**config.mk**
```make
export PLATFORM = sky130hd
export DESIGN_NAME = riscv_fetch_ctrl
export DESIGN_NICKNAME = d
export VERILOG_FILES = /design/src/rtl/riscv_pkg.sv /design/src/rtl/riscv_fetch_ctrl_bp_match.sv /design/src/rtl/riscv_fetch_ctrl.sv
export SDC_FILE = /design/constraint.sdc
export NUM_CORES = 1
export LEC_CHECK = 0
export CORE_MARGIN = 3
export CORE_UTILIZATION = 45
export DETAILED_ROUTE_END_ITERATION = 16
export PLACE_DENSITY = 0.95
export RECOVER_POWER = 50
export SETUP_SLACK_MARGIN = 0.15
export SKIP_CTS_REPAIR_TIMING = 1
export SYNTH_ARGS = -nofsm -noshare
export SYNTH_HDL_FRONTEND = slang
export SYNTH_SLANG_ARGS = --single-unit
export TNS_END_PERCENT = 5
```
**constraint.sdc**
```tcl
create_clock -name clk -period 7.17 [get_ports clk]
set_input_delay 2.151 -clock clk [delete_from_list [all_inputs] [get_ports clk]]
set_output_delay 2.151 -clock clk [all_outputs]
set_load 0.02 [all_outputs]
```
**src/rtl/riscv_pkg.sv**
```systemverilog
// Shared types for the RV32I fetch/sequencing controller.
package riscv_pkg;

    typedef enum logic [2:0] {
        ST_IDLE  = 3'd0,
        ST_LOAD  = 3'd1,
        ST_RUN   = 3'd2,
        ST_STEP  = 3'd3,
        ST_BREAK = 3'd4
    } fetch_state_e;

    localparam int INSTR_BYTES = 4;

endpackage

```
**src/rtl/riscv_fetch_ctrl_bp_match.sv**
```systemverilog
// PC breakpoint comparators: one-hot match (lowest index wins) plus any-match.
module bp_match #(
    parameter int XLEN   = 32,
    parameter int NUM_BP = 2
) (
    input  logic [XLEN-1:0]        pc,
    input  logic [NUM_BP-1:0]      bp_en,
    input  logic [NUM_BP*XLEN-1:0] bp_addr,
    output logic [NUM_BP-1:0]      match,
    output logic                   any_match
);

    logic found;

    always_comb begin
        match = '0;
        found = 1'b0;
        for (int i = 0; i < NUM_BP; i++) begin
            if (!found && bp_en[i] && (bp_addr[i*XLEN +: XLEN] == pc)) begin
                match[i] = 1'b1;
                found    = 1'b1;
            end
        end
        any_match = found;
    end

endmodule

```
**src/rtl/riscv_fetch_ctrl.sv**
```systemverilog
// Fetch controller: owns the PC, run/step/break sequencing and the program-load port.
//
// state  | meaning
// IDLE   | halted; accepts load, step, start and manual jog
// LOAD   | writing program words into instruction memory
// RUN    | free-running fetch, breakpoints armed
// STEP   | executes exactly one instruction, then back to IDLE
// BREAK  | halted on a breakpoint, pc parked on the matched instruction
module riscv_fetch_ctrl
    import riscv_pkg::*;
#(
    parameter int             XLEN       = 32,
    parameter int             IMEM_DEPTH = 64,
    parameter logic [XLEN-1:0] RESET_VEC = '0,
    parameter int             NUM_BP     = 2
) (
    input  logic                          clk,
    input  logic                          reset,
    input  logic                          start,
    input  logic                          step,
    input  logic                          Up,
    input  logic                          Down,
    input  logic                          redirect_en,
    input  logic [XLEN-1:0]               redirect_target,
    input  logic [NUM_BP-1:0]             bp_en,
    input  logic [NUM_BP*XLEN-1:0]        bp_addr,
    input  logic                          ld_en,
    input  logic [31:0]                   ld_instr,
    output logic [XLEN-1:0]               pc,
    output logic [XLEN-1:0]               pc_plus_4,
    output logic                          instr_valid,
    output logic                          imem_we,
    output logic [$clog2(IMEM_DEPTH)-1:0] imem_waddr,
    output logic [31:0]                   imem_wdata,
    output logic [NUM_BP-1:0]             bp_hit,
    output logic                          ld_overflow,
    output logic                          misalign,
    output logic [2:0]                    state
);

    localparam int              AW     = $clog2(IMEM_DEPTH);
    localparam logic [XLEN-1:0] STRIDE = XLEN'(INSTR_BYTES);
    localparam logic [AW-1:0]   PTR_MAX = AW'(IMEM_DEPTH - 1);

    fetch_state_e    state_q;
    logic [XLEN-1:0] pc_q;
    logic [AW-1:0]   ld_ptr;
    logic            step_q;
    logic            resume_skip;

    logic              step_rise;
    logic              bp_stop;
    logic              take_redirect;
    logic [XLEN-1:0]   exec_pc;
    logic [NUM_BP-1:0] bp_vec;
    logic              bp_any;

    bp_match #(
        .XLEN   (XLEN),
        .NUM_BP (NUM_BP)
    ) u_bp_match (
        .pc        (pc_q),
        .bp_en     (bp_en),
        .bp_addr   (bp_addr),
        .match     (bp_vec),
        .any_match (bp_any)
    );

    assign step_rise = step & ~step_q;
    assign pc_plus_4 = pc_q + STRIDE;

    // The first RUN cycle after leaving IDLE ignores breakpoints so a halted PC can resume.
    assign bp_stop = bp_any && !resume_skip;

    assign instr_valid = (state_q == ST_STEP) ||
                         ((state_q == ST_RUN) && start && !bp_stop);

    assign imem_we    = ((state_q == ST_IDLE) || (state_q == ST_LOAD)) && ld_en;
    assign imem_wdata = imem_we ? ld_instr : 32'h0;
    assign imem_waddr = ld_ptr;

    assign take_redirect = instr_valid && redirect_en;
    assign exec_pc       = take_redirect ? {redirect_target[XLEN-1:2], 2'b00} : pc_plus_4;

    always_ff @(posedge clk) begin
        if (reset) begin
            state_q     <= ST_IDLE;
            pc_q        <= RESET_VEC;
            ld_ptr      <= '0;
            step_q      <= 1'b0;
            resume_skip <= 1'b0;
            bp_hit      <= '0;
            ld_overflow <= 1'b0;
            misalign    <= 1'b0;
        end else begin
            step_q      <= step;
            resume_skip <= 1'b0;

            if (imem_we) begin
                ld_ptr <= (ld_ptr == PTR_MAX) ? '0 : ld_ptr + AW'(1);
                if (ld_ptr == PTR_MAX) ld_overflow <= 1'b1;
            end

            if (instr_valid) pc_q <= exec_pc;
            if (take_redirect && (redirect_target[1:0] != 2'b00)) misalign <= 1'b1;

            case (state_q)
                ST_IDLE: begin
                    if (ld_en) begin
                        state_q <= ST_LOAD;
                    end else if (step_rise) begin
                        state_q <= ST_STEP;
                    end else if (start) begin
                        state_q     <= ST_RUN;
                        resume_skip <= 1'b1;
                    end else if (Up && !Down) begin
                        pc_q <= pc_q + STRIDE;
                    end else if (Down && !Up) begin
                        pc_q <= pc_q - STRIDE;
                    end
                end
                ST_LOAD: begin
                    if (!ld_en) state_q <= ST_IDLE;
                end
                ST_RUN: begin
                    if (!start) begin
                        state_q <= ST_IDLE;
                    end else if (bp_stop) begin
                        state_q <= ST_BREAK;
                        bp_hit  <= bp_hit | bp_vec;
                    end
                end
                ST_STEP: begin
                    state_q <= ST_IDLE;
                end
                ST_BREAK: begin
                    if (step_rise) state_q <= ST_STEP;
                    else if (!start) state_q <= ST_IDLE;
                end
                default: state_q <= ST_IDLE;
            endcase
        end
    end

    assign pc    = pc_q;
    assign state = state_q;

endmodule
```
After elaboration in Yosys (flattened, before gate mapping)
Index checks and enable logic that the tools add are counted.
{ "totals": {"inputBits": 138, "out_inout_bits": 111, "elab_cells": 73, "ff_bits": 47} }
{ "classes": {"reduce_logical": 24, "n_eq_ne": 11, "n_mux": 23, "bitwise": 4, "add_sub_neg": 3} }
{ "op_table": {"columns": ["op", "count"], "rows": [
  ["$mux W32", 9],
  ["$eq A32 B32 Y1", 2],
  ["$add A32 B3 Y32 const B", 1],
  ["$sub A32 B3 Y32 const B", 1],
  ["$mux W3", 8],
  ["$pmux W3 S4", 1],
  ["$logic_and A1 B1 Y1", 11],
  ["$add A6 B1 Y6 const B", 1],
  ["$eq A3 B2 Y1 const B", 2],
  ["$eq A6 B6 Y1 const B", 1],
  ["$mux W6", 1],
  ["$ne A3 B3 Y1 const B", 2],
  ["$logic_not A1 Y1", 5],
  ["$mux W1", 4],
  ["$ne A4 B4 Y1 const B", 1],
  ["$reduce_and A4 Y1", 1],
  ["$reduce_or A4 Y1", 1],
  ["$eq A3 B1 Y1 const B", 1],
  ["$eq A3 B3 Y1 const B", 1],
  ["$logic_not A3 Y1", 1],
  ["$reduce_and A3 Y1", 1],
  ["$logic_or A1 B1 Y1", 2],
  ["$ne A2 B2 Y1 const B", 1],
  ["$not A1 Y1", 2],
  ["4 further kinds", 4]
]} }

Longest topological paths before layout
{ "depth": {"depth_word": 20, "depth_mapped": 11, "depth_no_buf": 9} }

Cells and area by module
A second synthesis with hierarchy kept.
{ "unflattened": {"cells_unflattened": 707, "area_unflattened_um2": 5128.7} }
{ "by_module_without_submodules": {"columns": ["mod", "n_inst", "cells_per_inst", "area_each_um2", "seq_area_each_um2"], "rows": [
  ["riscv_fetch_ctrl", 1, 617, 4405.5, 940.9],
  ["bp_match", 1, 90, 723.2, 0.0]
]} }

Worst setup path before layout
Ideal clock, no wire load.
{ "synth_timing": {"path_type": "input-to-output", "from": "input bp_addr[43]", "to": "output instr_valid", "n_path_buf": 1, "t_required_ns": 5.019, "t_arrival_ns": 3.814, "slack_ns": 1.205, "path_stages": 8, "cell_sequence": "xor2_1 > nor4_1 > nand4_1 > or4_1 > a31o_2 > nand2_4 > inv_2 > buf_2"} }
{ "synth_between": {"elab_chain_len": 7} }
{ "synth_lines": {"columns": ["item", "line", "source"], "rows": [
  ["start: declaration", "riscv_fetch_ctrl.sv:26", "input logic [NUM_BP*XLEN-1:0] bp_addr,"],
  ["$eq A32 B32 Y1", "riscv_fetch_ctrl_bp_match.sv:19", "if (!found && bp_en[i] && (bp_addr[i*XLEN +: XLEN] == pc)) begin"],
  ["$logic_and A1 B1 Y1", "riscv_fetch_ctrl_bp_match.sv:19", null],
  ["$mux W1", "riscv_fetch_ctrl_bp_match.sv:19", null],
  ["$logic_and A1 B1 Y1", "riscv_fetch_ctrl.sv:73", "assign bp_stop = bp_any && !resume_skip;"],
  ["$logic_not A1 Y1", "riscv_fetch_ctrl.sv:76", "((state_q == ST_RUN) && start && !bp_stop);"],
  ["$logic_and A1 B1 Y1", "riscv_fetch_ctrl.sv:76", null],
  ["$logic_or A1 B1 Y1", "riscv_fetch_ctrl.sv:75", "assign instr_valid = (state_q == ST_STEP) ||"],
  ["end: declaration", "riscv_fetch_ctrl.sv:31", "output logic instr_valid,"]
]} }
Every way passes these cells.

Final worst setup path
{ "layout_timing": {"from": "input bp_addr[59]", "to": "output instr_valid"} }
Same word-level chain as after synthesis.

==> summary.md <==
| Metric | Value |
|---|---|
| Outcome | `finished, violations left` |
| Failing checks | `capacitance limit, slew limit` |
| R2R Path Start | `pc[25]` |
| DIE HEIGHT | `111 microns` |
| Port Buffers | `248` |
| Synth Flop Type | `dfxtp_1` |
| WHS | `0.466 ns` |
| Post-Syn Nets | `813` |
| Gr ovfl total | `0` |
| Starting Density | `46.9%` |
| Crit path to | `instr_valid` |
| Final Skew | `0.0134 ns` |
| Post-DR wirelength/cell | `19.8 microns` |
| Syn_area_per_cell | `7.34 sq um` |
| Fin. max-slew vios | `31` |
| Synth Cell Area | `0.00493 sq mm` |
| Via density | `5.93` |
| Final worst path period share | `94.7%` |
| Post-route setup TNS | `0 ns` |
| Final worst-path setup slack | `0.383 ns` |
| Worst Path Arrival | `4.64 ns` |
| CP Class | `in2out` |
| Clock sink count | `47` |
| Final Wtd Congestion | `0.969` |
| Sequential area share after synthesis | `19.1%` |
| Gr usage total | `31.1%` |
| Max Buffers Root-to-Sink | `2` |
| VDD IR max | `0.000109 V` |
| Element type at the critical path start | `primary input` |
| F_max | `147 MHz` |
| CP Capture Type | `primary output` |
| Max Cap Viol | `1` |
| Final instance area | `0.00748 sq mm` |
| Clock slew at reported path FFs | `0.09 ns` |
| Antenna Violating Nets Remaining | `0` |
| Yosys warns | `0` |
| Pin count of the biggest net entering global routing | `41` |
| DR pass1 iterations | `5` |
| Reg2reg setup slack | `3.16 ns` |
| Seq cells post-synth | `47` |
| Synth top cells by count | `xor2_1, nor2_1, nand2_1` |
| Final hold vios | `0` |
| Worst-skew pair later-pin latency | `0.31 ns` |
| Most common cell in the netlist | `xor2_1` |
| Final setup violation count | `0` |
| Number of synthesized flops with an enable pin | `0` |
| Syn-to-layout area delta | `51.6%` |
| Async S/R FF share, synth | `0%` |
| Dominant cells by area after synthesis | `dfxtp_1, xor2_1, xnor2_1` |
| Top cell type's share of synthesized area | `19.1%` |
| Total Power | `935 uW` |
| TritonCTS Buffers | `5` |
| Yosys top cell by area | `dfxtp_1` |
| Cell Rows | `37` |
| Horiz. Die Dim | `111 microns` |
| Relative slew margins | `-32.1%` |
| Worst slew pin tran | `1.98 ns` |
| Critical Path RT | `5.02 ns` |
| Vias in the first global route | `5,726` |
| Share of layout cells above drive strength 1 | `4.66%` |
| Post-synthesis cell count | `672` |
| RSZ-0062 raised after global routing | `false` |
| Via count | `6,028` |
| Initial antenna violation count | `1` |
| Yosys cell types | `62` |
| Post-Route WL | `20,100 microns` |
| Root Driver | `clkbuf_8` |
| CTS tree | `built` |
| Fill cell count | `843` |
| R2r worst-path depth | `11` |
| Crit Path Max Fanout | `3` |
| Fin nets | `1,020` |
| Pwr dens | `125 mW/mm^2` |
| Hold Path Class | `reg2reg` |
| HPWL after DPL | `15,500 microns` |
| RR Endpoint | `pc[30]` |
| H-tree depth | `2` |
| DRC | `0` |
| Place WS | `0.202 ns` |
| Lkg Pwr | `0.00297 uW` |
| Die area | `0.0123 sq mm` |
| Beginning of the critical path | `bp_addr[59]` |
| # diodes | `0` |
| Drt initial violations | `650` |
| Placed Area | `0.00740 sq mm` |
| Global-route wire length before repair | `31,200 microns` |
| Final min period | `6.79 ns` |
| I/O pin count | `249` |
| CORE AREA | `0.0105 sq mm` |
kinds of logic (layout without fill, tap and decap cells):
logic type | count (synthesis) | count (layout) | share of synthesized area [%]
DFF | 47 | 47 | 19.1
muxes | 32 | 32 | 6.85
AOI/OAI and AO/OA | 133 | 133 | 17.6
buffers and inverters | 77 | 285 | 6.87
adders and majority gates | 3 | 3 | 0.761
xor gates and xnor gates | 108 | 108 | 19.2
and+or+nand+nor | 272 | 272 | 29.6
sequential cells by signal, summed over array words and instances, names as in the netlist:
name / count
bp_hit: 2
imem_waddr: 6
ld_overflow: 1
misalign: 1
pc: 32
resume_skip: 1
state: 3
step_q: 1
worst max-delay path: stages:
cell and delay [ns]:
clkdlybuf4s50_1 0.41, xor2_1 0.14, nor4_1 0.32, clkbuf_1 0.23
nand2_1 0.10, or4_1 0.57, a31o_2 0.27, nand2_1 0.13
inv_1 0.09, dlymetal6s2s_1 0.22
worst min-delay path by stage:
stage / startpoint / endpoint / slack [ns] / cells after the start
after detailed placement: misalign / misalign / 0.45 / 1
after CTS: misalign / misalign / 0.48 / 1
after floorplan: ld_overflow / ld_overflow / 0.55 / 2
after global routing: misalign / misalign / 0.48 / 1
after global placement: misalign / misalign / 0.45 / 1
final: misalign / misalign / 0.47 / 1
cell type report:
cell class                      instances  area [sq um]  share of cell area, %
Multi-Input combinational cell        548          3660                   48.9
Timing Repair Buffer                  259          2560                   34.2
Sequential cell                        47           941                   12.6
Tap cell                              136           170                   2.28
Clock buffer                            6          72.6                  0.971
Inverter                               18          67.6                  0.904
Clock inverter                          2          12.5                  0.167
stage by stage:
step / instances / util, %
2_1_floorplan: 672 / -
3_3_place_gp: 1008 / 70.4
3_5_place_dp: 1008 / 70.4
4_1_cts: 1016 / 71.2
5_1_grt: 1016 / 71.1
6_report: 1016 / 71.1
metal layers:
metal  track usage [%]  wire, microns  vias up
met5                 0             13        -
met4              10.2            719        2
met3              6.00           2000       66
met2              50.9           9470      394
met1              41.0           7930     2768
li1                  -              -     2798
power by group:
group | switching, uW | internal, uW | total (uW)
clock | 98.8 | 68.6 | 167
combinational | 227 | 233 | 460
sequential | 35.5 | 272 | 307
total | 361 | 573 | 935
layout by cell type, fill, tap and decap left out, drive strengths merged, types with 8 or more instances in the layout:
| cell type | n |
|---|---|
| clkdlybuf4s50 | 190 |
| xor2 | 70 |
| dlygate4sd3 | 57 |
| nand2 | 56 |
| nor2 | 55 |
| dfxtp | 47 |
| xnor2 | 38 |
| and2 | 34 |
| a21oi | 30 |
| nand3 | 29 |
| o21ai | 24 |
| o22ai | 23 |
| nor4 | 22 |
| a22oi | 19 |
| mux2i | 18 |
| inv | 17 |
| nor3 | 16 |
| mux2 | 14 |
| or3 | 11 |
| nand4 | 9 |
| clkbuf | 9 |
| buf | 8 |
Power figures use the tool's default switching activity.
